--- src/rtl/enc8b10b_lanes_if.sv ---
// -----------------------------------------------------------------------------
// enc8b10b_lanes_if
// Beat-level handshake bundle between the framing logic (master) and the
// multi-lane 8b/10b encoder (slave).
//   in_valid  : input beat valid                  (master -> slave)
//   in_ready  : encoder can accept an input beat  (slave  -> master)
//   in_data   : LANES bytes, lane n = [8n+7:8n], HGFEDCBA
//   in_k      : per-lane control-character flag
//   out_valid : encoded beat valid                (slave  -> master)
//   out_ready : downstream accepts encoded beat   (master -> slave)
//   out_data  : LANES codewords, lane n = [10n+9:10n] = {a,b,c,d,e,i,f,g,h,j}
//   out_kerr  : per-lane illegal K request flag
// -----------------------------------------------------------------------------
interface enc8b10b_lanes_if #(
   parameter int LANES = 2
) ();
   logic                  in_valid;
   logic                  in_ready;
   logic [8*LANES-1:0]    in_data;
   logic [LANES-1:0]      in_k;
   logic                  out_valid;
   logic                  out_ready;
   logic [10*LANES-1:0]   out_data;
   logic [LANES-1:0]      out_kerr;

   modport master (
      output in_valid, in_data, in_k, out_ready,
      input  in_ready, out_valid, out_data, out_kerr
   );

   modport slave (
      input  in_valid, in_data, in_k, out_ready,
      output in_ready, out_valid, out_data, out_kerr
   );
endinterface

--- src/rtl/enc8b10b_lanes.sv ---
// -----------------------------------------------------------------------------
// enc8b10b_lanes
// Multi-lane 8b/10b encoder with running-disparity chaining across lanes and
// beats, K-code support and a two-stage valid/ready pipeline (S1 input
// register, S2 encoded output register).
// Ports:
//   clk      : clock, rising edge
//   rst_n    : asynchronous active-low reset, empties both stages, RD -> neg
//   rd_clear : synchronous force of RD to negative
//   bus      : enc8b10b_lanes_if.slave handshake/data bundle
//   rd_out   : current running-disparity register (0 = negative)
// Build option:
//   ENC_KCHECK_EN : when defined, illegal K requests raise out_kerr for that
//                   lane and are replaced by K.28.5; otherwise out_kerr is 0
//                   and the raw bits are pushed through the K rules.
// -----------------------------------------------------------------------------
module enc8b10b_lanes #(
   parameter int LANES = 2
) (
   input  logic             clk,
   input  logic             rst_n,
   input  logic             rd_clear,
   enc8b10b_lanes_if.slave  bus,
   output logic             rd_out
);

   // 5b/6b code (abcdei) in its RD-negative form
   function automatic logic [5:0] code6_neg(input logic [4:0] x, input logic k);
      logic [5:0] c;
      if (k && (x == 5'd28)) begin
         c = 6'b001111;
      end else begin
         case (x)
            5'd0:    c = 6'b100111;
            5'd1:    c = 6'b011101;
            5'd2:    c = 6'b101101;
            5'd3:    c = 6'b110001;
            5'd4:    c = 6'b110101;
            5'd5:    c = 6'b101001;
            5'd6:    c = 6'b011001;
            5'd7:    c = 6'b111000;
            5'd8:    c = 6'b111001;
            5'd9:    c = 6'b100101;
            5'd10:   c = 6'b010101;
            5'd11:   c = 6'b110100;
            5'd12:   c = 6'b001101;
            5'd13:   c = 6'b101100;
            5'd14:   c = 6'b011100;
            5'd15:   c = 6'b010111;
            5'd16:   c = 6'b011011;
            5'd17:   c = 6'b100011;
            5'd18:   c = 6'b010011;
            5'd19:   c = 6'b110010;
            5'd20:   c = 6'b001011;
            5'd21:   c = 6'b101010;
            5'd22:   c = 6'b011010;
            5'd23:   c = 6'b111010;
            5'd24:   c = 6'b110011;
            5'd25:   c = 6'b100110;
            5'd26:   c = 6'b010110;
            5'd27:   c = 6'b110110;
            5'd28:   c = 6'b001110;
            5'd29:   c = 6'b101110;
            5'd30:   c = 6'b011110;
            default: c = 6'b101011;
         endcase
      end
      return c;
   endfunction

   // 3b/4b data code (fghj) in its RD-negative form, primary D.x.7
   function automatic logic [3:0] code4d_neg(input logic [2:0] y);
      logic [3:0] c;
      case (y)
         3'd0:    c = 4'b1011;
         3'd1:    c = 4'b1001;
         3'd2:    c = 4'b0101;
         3'd3:    c = 4'b1100;
         3'd4:    c = 4'b1101;
         3'd5:    c = 4'b1010;
         3'd6:    c = 4'b0110;
         default: c = 4'b1110;
      endcase
      return c;
   endfunction

   // 3b/4b control code in its RD-negative form; y=7 doubles as D.x.A7
   function automatic logic [3:0] code4k_neg(input logic [2:0] y);
      logic [3:0] c;
      case (y)
         3'd0:    c = 4'b1011;
         3'd1:    c = 4'b0110;
         3'd2:    c = 4'b1010;
         3'd3:    c = 4'b1100;
         3'd4:    c = 4'b1101;
         3'd5:    c = 4'b0101;
         3'd6:    c = 4'b1001;
         default: c = 4'b0111;
      endcase
      return c;
   endfunction

   function automatic logic balanced6(input logic [5:0] c);
      logic [2:0] n;
      n = 3'd0;
      for (int i = 0; i < 6; i++) n = n + {2'b00, c[i]};
      return (n == 3'd3);
   endfunction

   function automatic logic balanced4(input logic [3:0] c);
      logic [2:0] n;
      n = 3'd0;
      for (int i = 0; i < 4; i++) n = n + {2'b00, c[i]};
      return (n == 3'd2);
   endfunction

   // Encode one byte: returns {rd_after, abcdei_fghj}. The RD-positive form
   // is the complement of the RD-negative form for every unbalanced code,
   // for the D.7 / D.x.3 neutral pairs and for all K 4b codes. RD flips
   // whenever the emitted sub-block is unbalanced.
   function automatic logic [10:0] enc_lane(input logic [7:0] d, input logic k,
                                            input logic rd_in);
      logic [4:0] x;
      logic [2:0] y;
      logic [5:0] c6;
      logic [3:0] c4;
      logic       bal6;
      logic       bal4;
      logic       rd_mid;
      logic       use_alt;
      x      = d[4:0];
      y      = d[7:5];
      c6     = code6_neg(x, k);
      bal6   = balanced6(c6);
      if (rd_in && (!bal6 || (x == 5'd7))) c6 = ~c6;
      else                                  c6 = c6;
      rd_mid = bal6 ? rd_in : ~rd_in;
      // D.x.A7 avoids a run of five equal bits across the e/i-f boundary
      use_alt = !k && (y == 3'd7) &&
                ((!rd_mid && ((x == 5'd17) || (x == 5'd18) || (x == 5'd20))) ||
                 ( rd_mid && ((x == 5'd11) || (x == 5'd13) || (x == 5'd14))));
      if (k || use_alt) c4 = code4k_neg(y);
      else              c4 = code4d_neg(y);
      bal4 = balanced4(c4);
      if (rd_mid && (k || !bal4 || (y == 3'd3))) c4 = ~c4;
      else                                        c4 = c4;
      return {(bal4 ? rd_mid : ~rd_mid), c6, c4};
   endfunction

`ifdef ENC_KCHECK_EN
   function automatic logic k_legal(input logic [7:0] d);
      logic ok;
      case (d)
         8'h1C, 8'h3C, 8'h5C, 8'h7C, 8'h9C, 8'hBC, 8'hDC, 8'hFC,
         8'hF7, 8'hFB, 8'hFD, 8'hFE: ok = 1'b1;
         default:                    ok = 1'b0;
      endcase
      return ok;
   endfunction
`endif

   logic                  s1_valid_r;
   logic [8*LANES-1:0]    s1_data_r;
   logic [LANES-1:0]      s1_k_r;
   logic                  s2_valid_r;
   logic [10*LANES-1:0]   out_data_r;
   logic                  rd_r;
   logic                  s1_adv_s;
   logic                  in_fire_s;
   logic [10*LANES-1:0]   enc_data_s;
   logic                  rd_end_s;
`ifdef ENC_KCHECK_EN
   logic [LANES-1:0]      out_kerr_r;
   logic [LANES-1:0]      enc_kerr_s;
`endif

   assign s1_adv_s      = s1_valid_r & (~s2_valid_r | bus.out_ready);
   assign bus.in_ready  = ~s1_valid_r | s1_adv_s;
   assign in_fire_s     = bus.in_valid & bus.in_ready;
   assign bus.out_valid = s2_valid_r;
   assign bus.out_data  = out_data_r;
   assign rd_out        = rd_r;
`ifdef ENC_KCHECK_EN
   assign bus.out_kerr  = out_kerr_r;
`else
   assign bus.out_kerr  = '0;
`endif

   // Lane-by-lane encode of the S1 beat, RD rippling lane 0 -> LANES-1;
   // a concurrent rd_clear restarts the chain from negative
   always_comb begin : enc_chain
      logic       rd_v;
      logic [7:0] byte_v;
      logic       k_v;
      logic [10:0] res_v;
      rd_v       = rd_clear ? 1'b0 : rd_r;
      byte_v     = 8'h00;
      k_v        = 1'b0;
      res_v      = 11'd0;
      enc_data_s = '0;
`ifdef ENC_KCHECK_EN
      enc_kerr_s = '0;
`endif
      for (int n = 0; n < LANES; n++) begin
         byte_v = s1_data_r[8*n +: 8];
         k_v    = s1_k_r[n];
`ifdef ENC_KCHECK_EN
         if (k_v && !k_legal(byte_v)) begin
            enc_kerr_s[n] = 1'b1;
            byte_v        = 8'hBC;
         end else begin
            enc_kerr_s[n] = 1'b0;
         end
`endif
         res_v                   = enc_lane(byte_v, k_v, rd_v);
         enc_data_s[10*n +: 10]  = res_v[9:0];
         rd_v                    = res_v[10];
      end
      rd_end_s = rd_v;
   end

   // S1 input register
   always_ff @(posedge clk or negedge rst_n) begin
      if (!rst_n) begin
         s1_valid_r <= 1'b0;
         s1_data_r  <= '0;
         s1_k_r     <= '0;
      end else if (in_fire_s) begin
         s1_valid_r <= 1'b1;
         s1_data_r  <= bus.in_data;
         s1_k_r     <= bus.in_k;
      end else if (s1_adv_s) begin
         s1_valid_r <= 1'b0;
      end else begin
         s1_valid_r <= s1_valid_r;
      end
   end

   // S2 output register; holds its contents while stalled
   always_ff @(posedge clk or negedge rst_n) begin
      if (!rst_n) begin
         s2_valid_r <= 1'b0;
         out_data_r <= '0;
      end else if (s1_adv_s) begin
         s2_valid_r <= 1'b1;
         out_data_r <= enc_data_s;
      end else if (bus.out_ready) begin
         s2_valid_r <= 1'b0;
      end else begin
         s2_valid_r <= s2_valid_r;
      end
   end

`ifdef ENC_KCHECK_EN
   // Per-lane illegal-K flags travel with the S2 beat
   always_ff @(posedge clk or negedge rst_n) begin
      if (!rst_n) begin
         out_kerr_r <= '0;
      end else if (s1_adv_s) begin
         out_kerr_r <= enc_kerr_s;
      end else begin
         out_kerr_r <= out_kerr_r;
      end
   end
`endif

   // Running disparity: beat result on advance, otherwise rd_clear forces negative
   always_ff @(posedge clk or negedge rst_n) begin
      if (!rst_n) begin
         rd_r <= 1'b0;
      end else if (s1_adv_s) begin
         rd_r <= rd_end_s;
      end else if (rd_clear) begin
         rd_r <= 1'b0;
      end else begin
         rd_r <= rd_r;
      end
   end

endmodule

--- src/flat_wrapper.sv ---
// flat-port wrapper written by rule: the top's interface ports become plain ports
module enc8b10b_lanes_flat 
#(
   parameter int LANES = 2
)
  (clk, rst_n, rd_clear, rd_out, bus_in_valid, bus_in_data, bus_in_k, bus_out_ready, bus_in_ready, bus_out_valid, bus_out_data, bus_out_kerr);
  enc8b10b_lanes_if #(.LANES(LANES)) bus_i ();
  input  logic clk;
  input  logic rst_n;
  input  logic rd_clear;
  output logic rd_out;
  input wire logic [$bits(bus_i.in_valid)-1:0] bus_in_valid;
  input wire logic [$bits(bus_i.in_data)-1:0] bus_in_data;
  input wire logic [$bits(bus_i.in_k)-1:0] bus_in_k;
  input wire logic [$bits(bus_i.out_ready)-1:0] bus_out_ready;
  output wire logic [$bits(bus_i.in_ready)-1:0] bus_in_ready;
  output wire logic [$bits(bus_i.out_valid)-1:0] bus_out_valid;
  output wire logic [$bits(bus_i.out_data)-1:0] bus_out_data;
  output wire logic [$bits(bus_i.out_kerr)-1:0] bus_out_kerr;
  assign bus_i.in_valid = bus_in_valid;
  assign bus_i.in_data = bus_in_data;
  assign bus_i.in_k = bus_in_k;
  assign bus_i.out_ready = bus_out_ready;
  assign bus_in_ready = bus_i.in_ready;
  assign bus_out_valid = bus_i.out_valid;
  assign bus_out_data = bus_i.out_data;
  assign bus_out_kerr = bus_i.out_kerr;
  enc8b10b_lanes #(.LANES(LANES)) u_core (.clk(clk), .rst_n(rst_n), .rd_clear(rd_clear), .bus(bus_i), .rd_out(rd_out));
endmodule
--- config.mk ---
export PLATFORM = sky130hd
export DESIGN_NAME = enc8b10b_lanes_flat
export DESIGN_NICKNAME = d
export VERILOG_FILES = /design/src/rtl/enc8b10b_lanes_if.sv /design/src/rtl/enc8b10b_lanes.sv /design/src/flat_wrapper.sv
export SDC_FILE = /design/constraint.sdc
export NUM_CORES = 1
export LEC_CHECK = 0
export BUFFER_PORTS_ARGS = -buffer_cell sky130_fd_sc_hd__buf_4
export CORE_AREA = 8 8 76 92
export CTS_CLUSTER_SIZE = 24
export DETAILED_ROUTE_END_ITERATION = 10
export DIE_AREA = 0 0 84 100
export PLACE_DENSITY = 0.81
export SETUP_SLACK_MARGIN = 0.4
export SLEW_MARGIN = 20
export SYNTH_ARGS = -nofsm -noshare
export SYNTH_HDL_FRONTEND = slang
export SYNTH_SLANG_ARGS = --single-unit
--- constraint.sdc ---
create_clock -name clk -period 19.4 [get_ports clk]
set_input_delay 0 -clock clk [delete_from_list [all_inputs] [get_ports clk]]
set_output_delay 0 -clock clk [all_outputs]
set_load 0.03 [all_outputs]
==> impl_metrics.ini, run 1 <==
[outcome]
status = finished, final reports clean

[final_layout]
drive_above_1_share_pct = 20.5
final_cell_mix = nand2_1, buf_4, dfrtp_1, o21ai_0, dlygate4sd3_1
register_area_mm2 = 0.00103
diodes = 0
multi_input_comb_area_mm2 = 0.00202
nNetsFinal = 450
final_cell_count_no_fill = 464
nFillCells = 428
syn_to_final_growth_pct = 20.9
fin_util_pct = 70.5

[drt]
dr.pass1.iters = 4
postRouteAntennaNets = 0
drc = 0
routedWlPerCell_um = 15.7
vias_per_cell = 5.79
drt_iter0_drc = 160
dr_total_vias = 2687
wirelength_um = 7270

[sta]
hold_violations = 0
setup_viol = 0
tns_ns = 0
fmax_ghz = 0.113
finalCriticalPeriod_ns = 8.83
hold_ws_ns = 0.0326
rsz0062_at_grt = no
drv_slew = 0
fin_ws_ns = 10.57
fin_crit_sh_pct = 45.5
worst_slew_pin_slew_ns = 0.894
skew_ns = 0.0101
relSlewSlack_pct = 40.3

[clocking]
clock-sinks = 41
insertion_delay_ns = 0.30
clk_pin_slew_ns = 0.09
cts_tree = done
cts_max_level = 2
cts_made_buffers = 5
ctsRootBufferMaster = clkbuf_8
clock_path_buffers = 2

[logic_synthesis]
yosysSeqAreaShare_pct = 31.9
ys_types = 48
synth_ff_type = dfrtp_1
synth_seq_cells = 41
async_reset_ff_share_pct = 100
syn_area_per_cell_um2 = 9.25
synthCells = 348
yosys_warnings = 0
syn_area_mm2 = 0.00322
synth-edff-count = 0

[global_route]
grt_pass1_wl_um = 12400
busiest_layer = met2
grt_max_degree = 42
gr-total-overflow = 0
grt_use_met2_pct = 31.6
grt_use_met3_pct = 3.57
met1_usage_pct = 19.9
grt.total_usage_pct = 17.6
antenna_found_initial = 0
grt_pass1_vias = 2696

[setup_path]
startpoint = u_core.s1_data_r[3]
max_stage_delay_ns = 0.77
cpMaxStageDelayCell = dfrtp_1
cp_max_fo = 21
reg2reg_depth = 34
crit_type = flop to flop
path_common_cell = inv_1
rrSetupSlack_ns = 10.57
crit_path_start_kind = flop
cp-end-kind = flop
worstSetupEndpoint = u_core.bus.out_data[13]
r2r-end = u_core.bus.out_data[13]
critPathRequiredTime_ns = 19.58
worstReg2RegStart = u_core.s1_data_r[3]
worstPathArrival_ns = 9.01

[hold_path]
hold_class = primary input to flop

[placed_design]
hpwl_um = 5330
dp.cells = 435
gp_congestion = 0.926
preCtsSetupSlack_ns = 10.60
portBuffers = 45

[die]
core_mm2 = 0.00552
die_h_um = 100
die_area_mm2 = 0.00840
io_pins = 48
die_width_um = 84
rows = 30
initial_core_util_pct = 58.3

[pwr]
leakage_uw = 0.00173
ir_worst_vdd_uv = 107
p_per_area_mw_per_mm2 = 172

[job]
maxCapViolations = 0
area by class of cell:
cell class | count | share of cell area (%)
Clock inverter | 3 | 1.77
Inverter | 20 | 1.93
Tap cell | 64 | 2.06
Multi-Input combinational cell | 264 | 51.8
Sequential cell | 41 | 26.4
Clock buffer | 5 | 1.77
Timing Repair Buffer | 67 | 14.3
routing by layer:
metal | up-vias | share of wire (%)
met5 | - | 0
met4 | 0 | 2.0
met3 | 14 | 4.6
met2 | 70 | 54
met1 | 1289 | 40
li1 | 1314 | -
worst max-delay path: cells and delay by family, from the launching register on:
family	cells	cell delay, ns
multiplexers	4	1.54
flip-flops	1	0.77
adder cells (fa/ha/maj)	9	2.80
AND/OR/NAND/NOR	6	0.98
AO/OA/AOI/OAI	5	1.16
XOR/XNOR	3	0.79
buffers and inverters	7	0.65
metrics by stage:
step | cell area (µm²) | power [µW]
after floorplan | 3220 | 483
after global placement | 3540 | 567
after detailed placement | 3540 | 580
after CTS | 3880 | 671
after global routing | 3890 | 724
final | 3890 | 668
synthesized netlist by cell type (5+ instances only):
| library cell | count | area, µm² |
|---|---|---|
| xor2_1 | 9 | 78.8 |
| ha_1 | 20 | 250 |
| mux2i_1 | 7 | 70.1 |
| xnor2_1 | 15 | 131 |
| fa_1 | 8 | 160 |
| mux2_2 | 20 | 225 |
| clkbuf_1 | 16 | 60.1 |
| nor2b_1 | 5 | 31.3 |
| nand2b_1 | 10 | 62.6 |
| o21ai_0 | 34 | 170 |
| dfrtp_1 | 41 | 1030 |
| a21oi_1 | 11 | 55.1 |
| inv_1 | 20 | 75.1 |
| nand2_1 | 46 | 173 |
| nor2_1 | 10 | 37.5 |
| nand3_1 | 10 | 50.1 |
| o211ai_1 | 5 | 37.5 |
| buf_2 | 5 | 25.0 |
| a211oi_1 | 5 | 37.5 |
power breakdown:
group          total [µW]  switching [µW]  internal (µW)
Clock                84.3            32.5           51.8
Sequential            142            28.1            114
Combinational         442             247            195
Total                 668             307            361
what timing repair did:
action                    4_1_cts  5_1_grt
setup buffers                   0        0
hold endpoints to repair       60        1
resized for setup               0        0
hold buffers                   20        1
kinds of logic (layout without fill, tap and decap cells):
kind of cell	Yosys count	after routing	synth area share (%)
compound gates	84	84	17.1
xor+xnor	26	26	8.17
fa+ha+maj	28	28	12.8
buf+inv	44	95	5.56
flops	41	41	31.9
mux	28	28	9.88
other cells	1	2	0.117
simple gates	96	96	14.5
state kept, by name, indices dropped and copies added, names as in the netlist:
signal and count:
u_core.bus.out_valid 1, u_core.s1_k_r 2, u_core.s1_valid_r 1, u_core.bus.out_data 20, u_core.s1_data_r 16, u_core.rd_out 1
worst min-delay path by stage:
| stage | from | to | depth (start not counted) |
|---|---|---|---|
| 2_1_floorplan | rst_n | u_core.bus.out_data[0] | 0 |
| 3_3_place_gp | rst_n | u_core.s1_data_r[3] | 1 |
| 3_5_place_dp | rst_n | u_core.s1_data_r[3] | 1 |
| 4_1_cts | bus_out_ready | u_core.bus.out_valid | 3 |
| 5_1_grt | rd_clear | u_core.rd_out | 3 |
| 6_report | rd_clear | u_core.rd_out | 3 |
Note: power is estimated with default switching activity, not from simulation.
==> inputs of run 2 (changes only) <==
--- a/config.mk
+++ b/config.mk
@@ -6,11 +6,11 @@
 export NUM_CORES = 1
 export LEC_CHECK = 0
 export BUFFER_PORTS_ARGS = -buffer_cell sky130_fd_sc_hd__buf_4
-export CORE_AREA = 8 8 76 92
+export CORE_AREA = 8 8 81 98
 export CTS_CLUSTER_SIZE = 24
 export DETAILED_ROUTE_END_ITERATION = 10
-export DIE_AREA = 0 0 84 100
-export PLACE_DENSITY = 0.81
+export DIE_AREA = 0 0 89 106
+export PLACE_DENSITY = 0.75
 export SETUP_SLACK_MARGIN = 0.4
 export SLEW_MARGIN = 20
 export SYNTH_ARGS = -nofsm -noshare
==> constraint.sdc (replaced) <==
create_clock -name clk -period 8.11 [get_ports clk]
set_input_delay 0 -clock clk [delete_from_list [all_inputs] [get_ports clk]]
set_output_delay 0 -clock clk [all_outputs]
set_load 0.03 [all_outputs]
==> run 2 against run 1 <==
  * Count of clock-buffer cells in the layout up 1
  * Critical path depth unchanged
  * Worst hold slack better by 0.027 ns
  * Sequential share of layout area down 1.7 points
  * Via count up 2.1%
  * Clock skew down 0.0017 ns
  * Sequential power up 140%
  * Clock power up 71%
  * Combinational power rose to 2.9 times the previous value
  * Wire length up 5.6%
==> impl_metrics.ini, run 2 (synthesized netlist as in run 1, its figures left out) <==
[outcome]
status = finished, final reports clean

[die]
die_width_um = 89
io_pins = 48
die_area_mm2 = 0.00943
die_h_um = 106
initial_core_util_pct = 49.3
core_mm2 = 0.00652
rows = 33

[setup_path]
critPathRequiredTime_ns = 8.29
startpoint = u_core.s1_data_r[0]
worstPathArrival_ns = 7.96
cp-end-kind = flop
cp_max_fo = 7
worstSetupEndpoint = u_core.bus.out_data[13]
crit_type = flop to flop
worstReg2RegStart = u_core.s1_data_r[0]
cpMaxStageDelayCell = fa_2
rrSetupSlack_ns = 0.34
r2r-end = u_core.bus.out_data[13]
reg2reg_depth = 34
crit_path_start_kind = flop
path_common_cell = inv_2
max_stage_delay_ns = 0.55

[placed_design]
portBuffers = 45
hpwl_um = 5400
placed_cell_area_mm2 = 0.00362
gp_congestion = 0.892
dp.cells = 462

[job]
maxCapViolations = 0

[final_layout]
layout.cells.most_common = buf_4
multi_input_comb_area_mm2 = 0.00217
final_cell_mix = buf_4, nand2_1, dfrtp_1, o21ai_0, dlygate4sd3_1
nFillCells = 563
final_cell_count_no_fill = 504
syn_to_final_growth_pct = 29.5
largest_reg_flops = 20
drive_above_1_share_pct = 31.4
register_area_mm2 = 0.00103
diodes = 0
fin_util_pct = 63.9
fin_area_mm2 = 0.00417
nNetsFinal = 467

[clocking]
ctsRootBufferMaster = clkbuf_8
cts_made_buffers = 5
cts_max_level = 2
clk_pin_slew_ns = 0.08
clock-sinks = 41
cts_tree = done
insertion_delay_ns = 0.30
clock_path_buffers = 2

[sta]
setup_viol = 0
hold_violations = 0
relSlewSlack_pct = 40.8
tns_ns = 0
skew_ns = 0.00841
drv_slew = 0
finalCriticalPeriod_ns = 7.77
rsz0062_at_grt = yes
fmax_ghz = 0.129
fin_crit_sh_pct = 95.8
worst_slew_pin_slew_ns = 0.886

[global_route]
grt.total_usage_pct = 16.4
grt_max_degree = 42
gr-total-overflow = 0
antenna_found_initial = 0
grt_pass1_vias = 2725
grt_pass1_wl_um = 12400

[drt]
wirelength_um = 7680
postRouteAntennaNets = 0
drt_iter0_drc = 126
drc = 0
dr_total_vias = 2744
dr.pass1.iters = 4
routedWlPerCell_um = 15.2
vias_per_cell = 5.44

[pwr]
leakage_uw = 0.00180
ir_worst_vdd_uv = 276
finalPower_uw = 1770
p_per_area_mw_per_mm2 = 424

[hold_path]
hold_class = primary input to flop
[run 2: worst max-delay path, delay by kind of cell (launching register included)]
family | cells | cell delay [ns]
XOR/XNOR | 3 | 0.84
adder cells (fa/ha/maj) | 10 | 3.53
AO/OA/AOI/OAI | 7 | 1.02
multiplexers | 2 | 0.54
buffers and inverters | 5 | 0.25
flip-flops | 1 | 0.48
AND/OR/NAND/NOR | 7 | 0.98
[run 2: stage by stage]
stage | setup WS, ns | hold WS (ns)
final | 0.339 | 0.0597
after floorplan | 0.404 | -0.296
after CTS | 0.344 | 0.0387
after global placement | 0.263 | 0.0143
after global routing | 0.0560 | 0.0593
after detailed placement | -0.0219 | 0.0198
[run 2: final cells by class]
type / count / share of cell area, %
clock buffers: 6 / 1.98
clock inverters: 2 / 0.330
inverters: 20 / 1.92
multi-input cells: 264 / 52.1
flip-flops and latches: 41 / 24.7
well taps: 87 / 2.61
repair buffers: 84 / 16.4
[run 2: layer usage]
layer  track usage [%]  wire (µm)  up-vias
met5                 0          0        -
met4              7.39        228        0
met3              2.78        438       19
met2              29.4       4090       94
met1              18.2       2930     1281
li1                  -          -     1350
[run 2: worst min-delay path by stage]
stage             start                endpoint  slack (ns)  depth (start not counted)
2_1_floorplan     rst_n  u_core.bus.out_data[0]       -0.30                          0
3_3_place_gp      rst_n       u_core.s1_valid_r        0.01                          1
3_5_place_dp      rst_n  u_core.bus.out_data[6]        0.02                          1
4_1_cts        rd_clear           u_core.rd_out        0.04                          3
5_1_grt        rd_clear           u_core.rd_out        0.06                          3
6_report       rd_clear           u_core.rd_out        0.06                          3
[run 2: timing repair]
item,CTS,global route
hold endpoints to repair,61,0
buffers inserted,6,7
hold buffers,21,0
pin swaps,9,25
gates resized for setup,4,29
setup endpoints to repair,5,5
[run 2: power by group]
part	internal (µW)	switching, µW
Clock	69.1	74.9
Combinational	615	670
Sequential	274	64.1
==> inputs of run 3 (changes only) <==
--- a/config.mk
+++ b/config.mk
@@ -5,11 +5,12 @@
 export SDC_FILE = /design/constraint.sdc
 export NUM_CORES = 1
 export LEC_CHECK = 0
+export ABC_AREA = 1
 export BUFFER_PORTS_ARGS = -buffer_cell sky130_fd_sc_hd__buf_4
-export CORE_AREA = 8 8 81 98
+export CORE_AREA = 8 8 82 98
 export CTS_CLUSTER_SIZE = 24
 export DETAILED_ROUTE_END_ITERATION = 10
-export DIE_AREA = 0 0 89 106
+export DIE_AREA = 0 0 90 106
 export PLACE_DENSITY = 0.75
 export SETUP_SLACK_MARGIN = 0.4
 export SLEW_MARGIN = 20
==> run 3 against run 2 <==
  * Critical path type unchanged
  * Area after synthesis increased by 1.1%
  * Global-route usage decreased by 0.55 points
  * Largest cell class unchanged
  * Critical endpoint is now u_core.bus.out_data[12]
  * Via count increased by 19%
==> impl_metrics.ini, run 3 <==
[outcome]
status = finished, final reports clean

[sta]
fmax_ghz = 0.137
setup_viol = 0
hold_ws_ns = 0.0640
finalCriticalPeriod_ns = 7.32
worst_slew_pin_slew_ns = 0.653
skew_ns = 0.00940
fin_crit_sh_pct = 90.3
drv_slew = 0
tns_ns = 0
relSlewSlack_pct = 56.3
hold_violations = 0
rsz0062_at_grt = no

[pwr]
leakage_uw = 0.00210
ir_worst_vdd_uv = 217
power_frac_clock_pct = 7.5
internal_power_uw = 774
finalPower_uw = 1620
sw_frac_of_total_pct = 52.0
p_per_area_mw_per_mm2 = 381
combinationalPowerShare_pct = 72.2
share_seq_of_total_power_pct = 20.3
p_switching_uw = 841

[logic_synthesis]
syn_area_mm2 = 0.00325
synth_ff_type = dfrtp_1
synth_area_leader_cell = dfrtp_1
synthCells = 457
syn_area_per_cell_um2 = 7.12
synth_seq_cells = 41
yosysMostFrequentCell = nand2_1
ys_types = 37
synth_commonest_cells = nand2_1, inv_1, nor2_1, nand3_1, dfrtp_1
yosysSeqAreaShare_pct = 31.5
async_reset_ff_share_pct = 100
synth-edff-count = 0
synth_area_leaders = dfrtp_1, nand2_1, ha_1, nand3_1, inv_1
synth_top_area_share_pct = 31.5
yosys_warnings = 0

[drt]
postRouteAntennaNets = 0
dr_total_vias = 3258
dr.pass1.iters = 5
drt_iter0_drc = 113
routedWlPerCell_um = 13.0
drc = 0
wirelength_um = 8060
vias_per_cell = 5.26

[clocking]
cts_made_buffers = 5
insertion_delay_ns = 0.29
ctsRootBufferMaster = clkbuf_8
clock_path_buffers = 2
cts_tree = done
cts_max_level = 2
clock-sinks = 41
clk_pin_slew_ns = 0.08

[setup_path]
cp-end-kind = flop
r2r-end = u_core.bus.out_data[12]
reg2reg_depth = 47
max_stage_delay_ns = 0.55
path_common_cell = nand2_2
critPathRequiredTime_ns = 8.28
crit_type = flop to flop
worstPathArrival_ns = 7.49
path_buf_inv = 10
startpoint = u_core.s1_data_r[0]
worstReg2RegStart = u_core.s1_data_r[0]
cp_top_family = adder cells
cp_max_fo = 6
crit_path_start_kind = flop
cpMaxStageDelayCell = fa_1
rrSetupSlack_ns = 0.79

[job]
maxCapViolations = 0

[final_layout]
largest_reg_flops = 20
fin_area_mm2 = 0.00424
final_cell_mix = nand2_1, buf_4, inv_1, nor2_1, dfrtp_1
layout.cells.most_common = nand2_1
syn_to_final_growth_pct = 30.4
diodes = 0
drive_above_1_share_pct = 24.1
nNetsFinal = 584
nFillCells = 584

[die]
die_area_mm2 = 0.00954
initial_core_util_pct = 49.2
rows = 33
die_h_um = 106
io_pins = 48
core_mm2 = 0.00661
die_width_um = 90

[global_route]
gr-total-overflow = 0
grt_pass1_wl_um = 13000
antenna_found_initial = 0
grt.total_usage_pct = 15.9
grt_pass1_vias = 3036
grt_max_degree = 42

[hold_path]
min_path_cells = 4
hold_start = rd_clear
hold_class = primary input to flop
holdPathEnd = u_core.rd_out

[placed_design]
gp_congestion = 0.909
hpwl_um = 5770
placed_cell_area_mm2 = 0.00363
portBuffers = 45
## run 3: cell count changes after synthesis, sizes merged, moves of 11 or more
cell    before  now
a21oi       11   26
inv         20   59
mux2        20    0
nand2       46  115
nand2b      11    0
nand3       10   45
nor2        10   50
xnor2       16    2
## run 3: power by group through the flow
stage | sequential, µW | clock [µW] | combinational, µW
3_5_place_dp | 332 | 0 | 978
4_1_cts | 328 | 126 | 997
5_1_grt | 336 | 136 | 1290
2_1_floorplan | 421 | 0 | 651
6_report | 328 | 121 | 1170
3_3_place_gp | 330 | 0 | 963
## run 3: layout make-up
cell class | count | area, µm² | area share, %
inverter | 62 | 233 | 5.49
sequential | 41 | 1030 | 24.3
timing repair buffer | 82 | 669 | 15.8
clock inverter | 1 | 5.00 | 0.118
clock buffer | 5 | 68.8 | 1.62
multi-input combinational | 341 | 2130 | 50.2
tap | 87 | 109 | 2.57
## run 3: how the worst max path moves through the flow
stage / to / slack [ns] / cells past startpoint
2_1_floorplan: u_core.bus.out_data[10] / 0.89 / 51
3_3_place_gp: u_core.bus.out_data[12] / 0.46 / 49
3_5_place_dp: u_core.bus.out_data[10] / 0.28 / 51
4_1_cts: u_core.bus.out_data[10] / 0.42 / 51
5_1_grt: u_core.bus.out_data[12] / 0.34 / 50
6_report: u_core.bus.out_data[12] / 0.79 / 47
## run 3: worst min-delay path: cells and delay by family
family / cells / cell delay [ns]
AND/OR/NAND/NOR: 2 / 0.16
buffers and inverters: 1 / 0.10
AO/OA/AOI/OAI: 1 / 0.05
## run 3: timing repair
action / CTS / global route
resized for setup: 2 / 54
pin swaps: 0 / 22
hold buffers: 20 / 0
buffers inserted: 1 / 15
setup endpoints to repair: 4 / 5
cloned: 0 / 0
hold endpoints to repair: 60 / 0
## run 3: cells by family (layout without fill, tap and decap cells)
family / count (synthesis) / in the layout / synth area share [%]
flops: 41 / 41 / 31.5
compound gates: 76 / 76 / 14.2
buf+inv: 76 / 150 / 9.54
xor+xnor: 12 / 12 / 3.23
fa+ha+maj: 28 / 28 / 12.6
simple gates: 223 / 223 / 28.7
other cells: 1 / 2 / 0.115
## run 3: metal layers
metal / wire length (µm) / vias up / GRT usage, %
met3: 296 / 16 / 3.74
li1: - / 1628 / -
met4: 138 / 0 / 4.41
met5: 0 / - / 0
met1: 3350 / 1537 / 17.0
met2: 4280 / 77 / 30.2
## run 3: per-stage QoR
step / util [%] / instances / setup WS (ns)
after floorplan: - / 458 / 0.888
after global placement: 55.0 / 577 / 0.458
after CTS: 59.3 / 604 / 0.421
after detailed placement: 55.0 / 577 / 0.281
after global routing: 64.2 / 619 / 0.340
final: 64.2 / 619 / 0.787
